File: config.mk
export PLATFORM = sky130hd
export DESIGN_NAME = controlador_minero
export DESIGN_NICKNAME = d
export VERILOG_FILES = /design/src/rtl/controlador_minero.sv
export SDC_FILE = /design/constraint.sdc
export NUM_CORES = 1
export LEC_CHECK = 0
export BUFFER_PORTS_ARGS = -buffer_cell sky130_fd_sc_hd__buf_4
export CORE_AREA = 2 2 169 130
export DETAILED_ROUTE_END_ITERATION = 7
export DIE_AREA = 0 0 171 132
export GPL_TIMING_DRIVEN = 0
export MAX_ROUTING_LAYER = met4
export PLACE_DENSITY = 0.78
export SYNTH_ARGS = -nofsm -noshare
export SYNTH_HDL_FRONTEND = slang
export SYNTH_SLANG_ARGS = --single-unit
File: constraint.sdc
create_clock -name clk -period 7.05 [get_ports clk]
set_input_delay 1.0575 -clock clk [delete_from_list [all_inputs] [get_ports clk]]
set_output_delay 1.0575 -clock clk [all_outputs]
set_load 0.02 [all_outputs]
File: src/rtl/controlador_minero.sv
// Job controller around the mining core: loads payload/target from a byte stream,
// runs the core under a watchdog, then streams {nonce, hash} back out as bytes.
module controlador_minero #(
    parameter int unsigned MAX_CICLOS = 1000000,
    parameter int unsigned CNT_W      = 32
) (
    input  logic             clk,
    input  logic             reset,
    input  logic             in_valid,
    input  logic [7:0]       in_data,
    output logic             in_ready,
    output logic [95:0]      payload,
    output logic [7:0]       target,
    output logic             active,
    input  logic             terminado,
    input  logic [31:0]      nonce_in,
    input  logic [23:0]      hash_in,
    output logic             res_valid,
    output logic [7:0]       res_data,
    input  logic             res_ready,
    output logic             timeout,
    output logic [CNT_W-1:0] ciclos
);
    // Handshakes: a byte moves on either side only in a cycle where valid and
    // ready are both high at the rising edge; valid never depends on ready.

    typedef enum logic [1:0] {CARGA, MINANDO, ENVIO} state_t;

    localparam bit              WD_EN    = (MAX_CICLOS != 0);
    localparam logic [CNT_W-1:0] CNT_LAST = CNT_W'(MAX_CICLOS - 1);
    localparam logic [CNT_W-1:0] CNT_MAX  = CNT_W'(MAX_CICLOS);

    state_t           state;
    logic [3:0]       idx;
    logic [CNT_W-1:0] cnt;
    logic [55:0]      res_sr;
    logic             done_ok;
    logic             wd_hit;

    assign in_ready = (state == CARGA);
    assign res_data = res_sr[55:48];

    // The core may still be showing the previous job's done in the first cycle.
    assign done_ok = terminado && (cnt != '0);
    assign wd_hit  = WD_EN && (cnt == CNT_LAST);

    always_ff @(posedge clk or posedge reset) begin
        if (reset) begin
            state     <= CARGA;
            idx       <= '0;
            cnt       <= '0;
            res_sr    <= '0;
            payload   <= '0;
            target    <= '0;
            active    <= 1'b0;
            res_valid <= 1'b0;
            timeout   <= 1'b0;
            ciclos    <= '0;
        end else begin
            case (state)
                CARGA: begin
                    if (in_valid) begin
                        if (idx == 4'd12) begin
                            target  <= in_data;
                            active  <= 1'b1;
                            cnt     <= '0;
                            timeout <= 1'b0;
                            idx     <= '0;
                            state   <= MINANDO;
                        end else begin
                            // Shifting in MSB-first leaves byte 0 in payload[95:88].
                            payload <= {payload[87:0], in_data};
                            idx     <= idx + 4'd1;
                        end
                    end
                end
                MINANDO: begin
                    if (done_ok) begin
                        res_sr    <= {nonce_in, hash_in};
                        ciclos    <= cnt + 1'b1;
                        active    <= 1'b0;
                        res_valid <= 1'b1;
                        state     <= ENVIO;
                    end else if (wd_hit) begin
                        res_sr    <= '1;
                        timeout   <= 1'b1;
                        ciclos    <= CNT_MAX;
                        active    <= 1'b0;
                        res_valid <= 1'b1;
                        state     <= ENVIO;
                    end else if (cnt != '1) begin
                        cnt <= cnt + 1'b1;
                    end
                end
                ENVIO: begin
                    if (res_ready) begin
                        res_sr <= {res_sr[47:0], 8'h00};
                        if (idx == 4'd6) begin
                            res_valid <= 1'b0;
                            idx       <= '0;
                            state     <= CARGA;
                        end else begin
                            idx <= idx + 4'd1;
                        end
                    end
                end
                default: state <= CARGA;
            endcase
        end
    end
endmodule

Yosys cells after proc, flatten, opt, wreduce, memory -nomap -nowiden
Index checks and enable logic that the tools add are counted.
{ "classes": {"n_reduce_logical": 17, "order_cmp": 0, "n_mul": 0, "n_shift": 0, "bitwise_logic": 1, "muxes": 38, "add_sub_neg": 2, "eq_ne": 15, "div": 0} }
{ "ops": {"columns": ["op", "n"], "rows": [
  ["32-bit two-way mux", 7],
  ["56-bit two-way mux", 3],
  ["56-bit case mux with 2 select lines", 1],
  ["32-bit case mux with 2 select lines", 1],
  ["32-bit by 1-bit adder with 32-bit output, second input constant", 1],
  ["32-bit by 20-bit equality test with 1-bit output, second input constant", 1],
  ["32-bit inequality test, second input constant", 1],
  ["32-bit nonzero test", 1],
  ["4-bit two-way mux", 4],
  ["2-bit inequality test, second input constant", 7],
  ["2-bit two-way mux", 6],
  ["3-bit AND reduction", 4],
  ["1-bit two-way mux", 11],
  ["5-bit AND reduction", 2],
  ["4-bit case mux with 2 select lines", 1],
  ["4-bit AND reduction", 2],
  ["2-bit nonzero test", 4],
  ["1-bit case mux with 2 select lines", 3],
  ["2-bit case mux with 3 select lines", 1],
  ["6-bit AND reduction", 1],
  ["4-bit by 1-bit adder with 4-bit output, second input constant", 1],
  ["4-bit by 3-bit equality test with 1-bit output, second input constant", 1],
  ["4-bit equality test, second input constant", 1],
  ["3-bit inequality test, second input constant", 1],
  ["7 further kinds", 7]
]} }
{ "word_totals": {"latchBits": 0, "inputBits": 69, "romBits": 0, "ramBits": 0, "out_inout_bits": 148, "register_bits": 233, "memories": 0} }

Longest topological paths before layout
{ "logic_depth": {"word_depth": 5, "ltp_mapped": 10, "mapped_depth_nobuf": 8} }

Worst setup path after synthesis
Ideal clock, no wire load.
{ "synth_path": {"kind": "flip-flop to flip-flop", "start": "register cnt[0]", "end": "register cnt[4]", "setup_ns": 0.125, "synth_period_minus_slack_ns": 2.657, "t_arrival_ns": 2.532, "slack_ns": 4.393, "t_required_ns": 6.925, "stages_incl_launch_ff": 9, "path_cell_list": "dfrtp_1 -> ha_1 -> nand4_1 -> or4_1 -> or4_1 -> clkbuf_1 -> nand3_4 -> buf_2 -> mux2_2"} }
{ "synth_via": {"elab_chain_len": 5} }
{ "synth_rtl": {"columns": ["item", "line_no", "rtl"], "rows": [
  ["start, declared", "35", "logic [CNT_W-1:0] cnt;"],
  ["start signal, assigned", "92", "cnt <= cnt + 1'b1;"],
  ["32-bit by 1-bit adder with 32-bit output", "92", null],
  ["32-bit two-way mux", "91", "end else if (cnt != '1) begin"],
  ["32-bit two-way mux", "84", "end else if (wd_hit) begin"],
  ["32-bit two-way mux", "78", "if (done_ok) begin"],
  ["32-bit case mux with 2 select lines", "60", "case (state)"]
]} }
Parallel ways exist; a longest one is shown, timed or not. The select of a mux whose other input is x is not followed.
A chain may end at the register's enable or synchronous reset.

Worst setup path in the final report
{ "layout_path": {"start": "register cnt[0]", "end": "register cnt[1]"} }
The elaborated chain is that of the path after synthesis.

==> results.py <==
metrics = {
    "min_path": {
        "min_path_type": "flop to flop",
        "min_path_cells": 2,
    },
    "setup_path": {
        "critPathKind": "flop to flop",
        "required_ns": 7.42,
        "r2r_cells": 7,
        "endpoint_kind": "flop",
        "cp_max_fo": 10,
        "crit_path_start_kind": "flop",
        "crit_arrival_ns": 4.06,
    },
    "yosys": {
        "syn_inst": 895,
        "synth_top_flop_cell": "dfrtp_1",
        "syn_nets": 970,
        "ys_seq_area_share_pct": 57.9,
        "synth_top_area_share_pct": 57.9,
        "ys_seq_elements": 233,
        "avgSynthCellArea_sq_um": 11.3,
        "synth_edf_count": 0,
        "ys_async_sr_fraction_pct": 100,
        "ys_types": 54,
        "netlist_top_cells_area": "dfrtp_1 58%, mux2_2 12%, nor2_1 3.3%",
        "synth.largest_area_cell": "dfrtp_1",
        "synth_area_sq_um": 10100,
        "ys_warn_count": 0,
    },
    "placement": {
        "gp_congestion": 0.914,
        "dp_hpwl_mm": 19.2,
        "portBuffers": 216,
        "dp_slack_ns": 3.49,
    },
    "run": {
        "max_cap_viol_count": 0,
    },
    "route": {
        "drc": 0,
        "postRouteAntennaNets": 0,
        "dr.pass1.iters": 6,
        "via_per_inst": 5.56,
        "vias": 8053,
        "wl_mm": 26.6,
        "drt_iter0_drc": 705,
        "wl_per_cell_um": 18.4,
    },
    "sta": {
        "holdWs_ns": 0.477,
        "slew_violations": 0,
        "fin_ws_ns": 3.36,
        "rsz0062_at_grt": "false",
        "tns_ns": 0,
        "finalCritPeriodShare_pct": 52.4,
        "maxSlewHeadroom_pct": 15.8,
        "worst_pin_slew_ns": 1.26,
        "hold_violations": 0,
        "setup_viol": 0,
        "fin_crit_ns": 3.69,
        "finClkSkew_ns": 0.0243,
        "fmax_ghz": 0.271,
    },
    "cells_and_area": {
        "antenna_cells": 0,
        "nets": 1218,
        "layout-drive-gt1-share_pct": 34.9,
        "area_delta_synth_final_pct": 29.0,
        "num-fill-cells": 1726,
        "multi_input_area_sq_um": 3900,
        "regArea_sq_um": 5830,
    },
    "pwr": {
        "power_density_nw_per_um2": 469,
        "power_uw": 6100,
        "ir_worst_vdd_v": 0.000299,
        "power_leakage_uw": 0.00575,
    },
    "die": {
        "start_util_pct": 48.4,
        "rows": 46,
        "core-area_sq_um": 20800,
        "dieWidth_um": 171,
        "dieArea_sq_um": 22600,
        "io_pins": 217,
        "fp.dieH_um": 132,
    },
    "grt": {
        "antenna_found_initial": 0,
        "grt_pass1_vias": 7879,
        "overflow": 0,
        "grt_max_degree": 44,
        "grt_usage_pct": 24.3,
        "grt_pass1_wl_mm": 42.8,
    },
    "clock_tree": {
        "path_clk_slew_ns": 0.07,
        "numCtsBuffers": 24,
        "clk_latency_ns": 0.53,
        "cts_setup_buffers": 0,
        "cts_tree": "built",
        "clock_path_buffers": 3,
        "cts.sinks": 233,
        "ctsRootBufferMaster": "clkbuf_16",
        "htreeDepth": 1,
        "cts_resized": 0,
        "cts_hold_buf": 0,
    },
    "status": {
        "status": "complete, no violations",
    },
}
-- logic make-up (layout without fill, tap and decap cells) --
kind of cell | after synthesis | after routing | share of synthesized area (%)
buf+inv | 78 | 343 | 3.49
mux | 111 | 111 | 12.4
xor+xnor | 22 | 22 | 1.91
flops | 233 | 233 | 57.9
simple gates | 235 | 235 | 11.0
fa+ha+maj | 6 | 6 | 0.745
compound gates | 210 | 210 | 12.6
-- placed cells by master (no fill, tap or decap), types with 9 or more instances in the layout --
cell	count
a21oi_1	65
buf_2	16
buf_4	224
clkbuf_1	40
clkbuf_16	24
dfrtp_1	233
inv_1	12
mux2_2	110
nand2_1	61
nand3_1	18
nand4_1	13
nor2_1	89
nor3_1	10
o21ai_0	45
o22ai_1	48
xnor2_1	13
xor2_1	9
-- worst paths after layout --
| kind | startpoint | to | slack [ns] |
|---|---|---|---|
| min in group asynchronous | reset | target[4] | 0.61 |
| min reg2reg | ciclos[27] | ciclos[27] | 0.48 |
| max in group asynchronous | reset | payload[84] | 5.34 |
| min | ciclos[27] | ciclos[27] | 0.48 |
| max | cnt[0] | cnt[1] | 3.36 |
| max reg2reg | cnt[0] | cnt[1] | 3.36 |
-- registers in the layout, indices dropped and copies added, names as in the netlist --
| register | cells |
|---|---|
| active | 1 |
| payload | 96 |
| res_sr | 56 |
| target | 8 |
| ciclos | 32 |
| cnt | 32 |
| timeout | 1 |
| state | 2 |
| res_valid | 1 |
| idx | 4 |
-- synthesized netlist by cell type, drive strengths merged, types with 9 or more instances --
| cell type | instances |
|---|---|
| nor2 | 89 |
| a21oi | 66 |
| inv | 13 |
| xnor2 | 13 |
| nand4 | 13 |
| o22ai | 48 |
| xor2 | 9 |
| nand3 | 20 |
| nor3 | 10 |
| o21ai | 53 |
| clkbuf | 35 |
| mux2 | 111 |
| nand2 | 62 |
| dfrtp | 233 |
| buf | 30 |
-- worst max-delay path, stage by stage (launching register included) --
cell and delay [ns]:
dfrtp_1 0.48, ha_1 0.35, nand4_1 0.21, nor4_2 0.87, a31oi_1 0.63, nand3_4 0.35, clkbuf_1 0.47, o21ai_0 0.19
-- power breakdown --
group          internal, uW  switching, uW
Clock                   781            532
Combinational          1160           1410
Sequential             1840            372
-- final cells by class --
cell class	instances	area share, %
plain buffers	65	2.33
clock buffers	34	5.22
clock inverters	9	1.03
inverters	13	0.404
multi-input cells	584	30.0
flip-flops and latches	233	44.8
well taps	288	2.77
repair buffers	222	13.4
-- routing by layer --
metal | GRT usage, % | up-vias | part of all wire (%)
li1 | - | 3699 | -
met1 | 35.5 | 4022 | 46
met2 | 35.3 | 296 | 45
met3 | 4.44 | 36 | 7.2
met5 | - | - | 0
met4 | 5.89 | 0 | 2.0
-- stage by stage --
stage                     std cells  cell area (sq um)  util [%]
after CTS                      1448              13000      62.4
after detailed placement       1405              12200      58.5
after global placement         1399              12100      57.9
final                          1448              13000      62.4
after global routing           1448              13000      62.4
after floorplan                 895              10100         -
(Power assumes the default switching activity.)
